[src/rtl/alu_muldiv_iter.sv]
// Iterative unsigned multiply / divide unit: one shift-add or restoring shift-subtract step per clock.
// Optional MULDIV_EARLY_EXIT_EN finishes in one clock when either operand is zero.
module alu_muldiv_iter #(
  parameter int WIDTH = 32
) (
  input  logic             clk,
  input  logic             reset,
  input  logic             start,
  input  logic [1:0]       op,
  input  logic [WIDTH-1:0] a,
  input  logic [WIDTH-1:0] b,
  output logic             busy,
  output logic             done,
  output logic [WIDTH-1:0] result
);

  localparam int CW = $clog2(WIDTH);
  localparam logic [CW-1:0] LAST = CW'(WIDTH - 1);

  typedef enum logic [1:0] {IDLE, BUSY, DONE} state_e;

  state_e           state_q;
  logic [1:0]       op_q;
  logic [WIDTH-1:0] b_q;
  logic [WIDTH-1:0] hi_q;
  logic [WIDTH-1:0] lo_q;
  logic [WIDTH-1:0] result_q;
  logic [CW-1:0]    cnt_q;
  logic             busy_q;
  logic             done_q;
  logic             early_q;

  logic [WIDTH-1:0] hi_d;
  logic [WIDTH-1:0] lo_d;
  logic [WIDTH:0]   sum;
  logic [WIDTH:0]   shifted;
  logic [WIDTH:0]   diff;
  logic [WIDTH-1:0] early_res;
  logic             early_start;

`ifdef MULDIV_EARLY_EXIT_EN
  assign early_start = (a == '0) || (b == '0);
`else
  assign early_start = 1'b0;
`endif

  // Zero-operand shortcut: divide by zero yields all ones / dividend, everything else 0.
  // lo_q still holds the untouched dividend on the single shortcut step.
  assign early_res = (op_q[1] && (b_q == '0)) ? (op_q[0] ? lo_q : '1) : '0;

  // hi_q:lo_q is the product (multiply) or remainder:quotient-dividend (divide).
  always_comb begin
    // NOTE: every combinational output gets a default first so no path infers a latch.
    hi_d    = hi_q;
    lo_d    = lo_q;
    sum     = '0;
    shifted = '0;
    diff    = '0;
    if (op_q[1]) begin
      shifted = {hi_q, lo_q[WIDTH-1]};
      diff    = shifted - {1'b0, b_q};
      if (!diff[WIDTH]) begin
        hi_d = diff[WIDTH-1:0];
        lo_d = {lo_q[WIDTH-2:0], 1'b1};
      end else begin
        hi_d = shifted[WIDTH-1:0];
        lo_d = {lo_q[WIDTH-2:0], 1'b0};
      end
    end else begin
      sum          = {1'b0, hi_q} + (lo_q[0] ? {1'b0, b_q} : '0);
      {hi_d, lo_d} = {sum, lo_q[WIDTH-1:1]};
    end
  end

  // NOTE: state is updated with non-blocking assignments only; the async reset clears every register.
  always_ff @(posedge clk or posedge reset) begin
    if (reset) begin
      state_q  <= IDLE;
      op_q     <= '0;
      b_q      <= '0;
      hi_q     <= '0;
      lo_q     <= '0;
      result_q <= '0;
      cnt_q    <= '0;
      busy_q   <= 1'b0;
      done_q   <= 1'b0;
      early_q  <= 1'b0;
    end else begin
      done_q <= 1'b0;
      case (state_q)
        IDLE, DONE: begin
          if (start) begin
            op_q    <= op;
            b_q     <= b;
            hi_q    <= '0;
            lo_q    <= a;
            cnt_q   <= '0;
            early_q <= early_start;
            busy_q  <= ~early_start;
            state_q <= BUSY;
          end else begin
            state_q <= IDLE;
          end
        end
        BUSY: begin
          hi_q  <= hi_d;
          lo_q  <= lo_d;
          cnt_q <= cnt_q + CW'(1);
          if (early_q || (cnt_q == LAST)) begin
            result_q <= early_q ? early_res : (op_q[0] ? hi_d : lo_d);
            busy_q   <= 1'b0;
            done_q   <= 1'b1;
            state_q  <= DONE;
          end
        end
        default: state_q <= IDLE;
      endcase
    end
  end

  assign busy   = busy_q;
  assign done   = done_q;
  assign result = result_q;

endmodule
[config.mk]
export PLATFORM = sky130hd
export DESIGN_NAME = alu_muldiv_iter
export DESIGN_NICKNAME = d
export VERILOG_FILES = /design/src/rtl/alu_muldiv_iter.sv
export SDC_FILE = /design/constraint.sdc
export NUM_CORES = 1
export LEC_CHECK = 0
export CORE_MARGIN = 1.5
export CORE_UTILIZATION = 25
export DETAILED_ROUTE_END_ITERATION = 6
export PLACE_DENSITY = 0.5
export SLEW_MARGIN = 5
export SYNTH_ARGS = -nofsm -noshare
export SYNTH_HDL_FRONTEND = slang
export SYNTH_SLANG_ARGS = --single-unit
export TNS_END_PERCENT = 1
[constraint.sdc]
create_clock -name clk -period 8.7 [get_ports clk]
set_clock_uncertainty 0.15 [all_clocks]
set_input_delay 2.175 -clock clk [delete_from_list [all_inputs] [get_ports clk]]
set_output_delay 2.175 -clock clk [all_outputs]
set_load 0.02 [all_outputs]
==> results.toml <==
[worst_setup_path]
cp_num_buf_inv = 0
slowest_delay_ns = 1.11
critPathKind = "flop to flop"
cp-end-kind = "flop"
cp_cell_sequence = "and2_1 -> ha_1 -> nand3_1 -> nor4b_1 -> a311oi_1 -> a2111oi_0 -> nor3_1 -> o31ai_1 -> xor2_1 -> o22ai_1 -> o21ai_0"
crit_cells = 11
crit_path_max_fanout = 34
slowest_stage = "dfrtp_1"
cp.required_ns = 8.84
arrival_ns = 4.86
cp-start-kind = "flop"
crit_family = "compound AO/OA/AOI/OAI gates"
r2r_cells = 11

[timing]
finalHoldViolCount = 0
fin_crit_ns = 4.71
tightest_slew_ns = 1.18
rsz0062_at_grt = "no"
drv_slew = 0
finalCritPeriodShare_pct = 54.2
max_clock_freq_mhz = 212
setup_tns_ns = 0
fin_ws_ns = 3.99
slew_headroom_pct = 19.3
final-setup-viol-count = 0

[cts]
clockBufferDepth = 2
cts_tree = "done"
postCtsSetupBuffers = 0
cts.clk_slew.worst_paths_ns = 0.07
clockRootBuffer = "clkbuf_16"
htree_levels = 4
cts_made_buffers = 17
ctsResizeCount = 0
clk_latency_ns = 0.44
holdBufCountCts = 0
cts_sinks = 139

[finish]
fin_cells = 1805
final_layout_size_suffix_gt1_share_pct = 5.74
n_fill_cell = 4419
syn2layout_area_growth_pct = 19.9
layout.nets = 1396

[routing]
ant_nets = 0
wire_per_inst_um = 19.1
wirelength_mm = 34.5
via_per_inst = 5.08
drt_first_iter_violations = 574
drc = 0
vias = 9176
drtPass1Iterations = 5

[global_route]
grt_pass1_wl_mm = 54.1
grt.overflow.total = 0
grt_use_total_pct = 16.7
grt_max_degree = 100
grt_pass1_vias = 9250
antenna_found_initial = 0

[synth]
synth_async_sr_flop_share_pct = 100
ys_seq_area_share_pct = 33.8
synth_cell_types = 74
post-synth-top-count-cell = "nand2_1"
syn-cell-area_mm2 = 0.0103
synthCells = 1201
synth_top_area_share_pct = 33.8
yosysTopAreaCell = "dfrtp_1"
syn_nets = 1338
ys_top_cells_by_area = "dfrtp_1 (34%), ha_1 (8.0%), o21ai_0 (5.5%)"
yosys-top-cells-count = "nand2_1 (143), dfrtp_1 (139), o21ai_0 (113)"
synth_seq_cells = 139
synth_ff_type = "dfrtp_1"
synth_edf_count = 0
yosys_warnings = 0
syn_area_per_cell_um2 = 8.56

[die]
die_h_um = 206
fp.coreArea_mm2 = 0.0407
die_w_um = 206
rows = 74
dieArea_mm2 = 0.0423
initial_utilization_pct = 25.2
ios = 103

[hold_path]
hold_depth = 1
hold_path.class = "flop to flop"

[place]
gp_congestion = 0.881
portBuffers = 102
post-place-ws_ns = 3.99
dp.cells = 1772
dp_hpwl_mm = 25.8

[job]
drv_cap = 0

[run_status]
status = "finished clean"
==> logic make-up after synthesis <==
logic type	synth area share (%)
AO/OA/AOI/OAI	25.9
XOR/XNOR	4.35
adder cells (fa/ha/maj)	8.43
buffers and inverters	4.82
flip-flops	33.8
multiplexers	5.75
AND/OR/NAND/NOR	16.9
==> layout make-up <==
cell class	count	area (µm²)	area share (%)
inverters	51	196	1.59
clock inverters	10	93.8	0.762
repair buffers	110	1080	8.78
diodes	1	2.50	0.0203
multi-input cells	940	6320	51.3
well taps	532	666	5.40
flip-flops and latches	139	3480	28.3
clock buffers	22	474	3.85
==> final timing paths <==
path	slack (ns)	from	to
min	0.34	cnt_q[3]	cnt_q[3]
max	3.99	lo_q[0]	result[29]
min in group asynchronous	2.09	reset	result[5]
max reg2reg	3.99	lo_q[0]	result[29]
max in group asynchronous	4.93	reset	op_q[1]
min reg2reg	0.34	cnt_q[3]	cnt_q[3]
==> layer usage <==
| metal | vias up | GRT usage, % | routed length (µm) |
|---|---|---|---|
| met5 | - | 0 | 0 |
| met4 | 0 | 4.28 | 584 |
| met3 | 37 | 2.42 | 994 |
| met2 | 178 | 28.6 | 17000 |
| met1 | 4479 | 21.9 | 15900 |
| li1 | 4482 | - | - |
==> layout by cell type (no fill, tap or decap), types with 7 or more instances in the layout <==
master / netlist / layout
o21a_1: 7 / 7
a31oi_1: 16 / 16
o31ai_1: 13 / 13
a22oi_1: 13 / 13
buf_4: 0 / 8
nor2_1: 71 / 70
xnor2_1: 30 / 30
dfrtp_1: 139 / 138
mux2i_1: 50 / 50
clkbuf_16: 0 / 17
nand2_1: 143 / 142
nand3_1: 17 / 17
a21o_1: 42 / 42
ha_1: 66 / 66
a21oi_1: 82 / 82
o21ai_0: 113 / 113
clkdlybuf4s50_1: 0 / 102
nand4_1: 9 / 9
a211oi_1: 8 / 8
a221o_1: 29 / 29
nor3_1: 36 / 36
a22o_1: 18 / 18
and3_1: 13 / 13
xor2_1: 21 / 21
inv_1: 50 / 49
and2_1: 35 / 35
==> flip-flops by register name (all words and copies together) (netlist names) <==
| register | flops |
|---|---|
| op_q | 2 |
| state_q | 2 |
| b_q | 32 |
| busy | 1 |
| hi_q | 32 |
| done | 1 |
| lo_q | 32 |
| cnt_q | 5 |
| result | 32 |
==> per-stage QoR <==
stage          area, µm²  hold WS [ns]  utilization (%)
3_3_place_gp       11700         0.321             28.8
2_1_floorplan      10300         0.299                -
3_5_place_dp       11700         0.324             28.8
5_1_grt            12300         0.348             30.2
4_1_cts            12300         0.336             30.2
6_report           12300         0.338             30.2
Power is not shown: default switching activity piles up to over one toggle a cycle in this logic, so the estimate is an artifact.
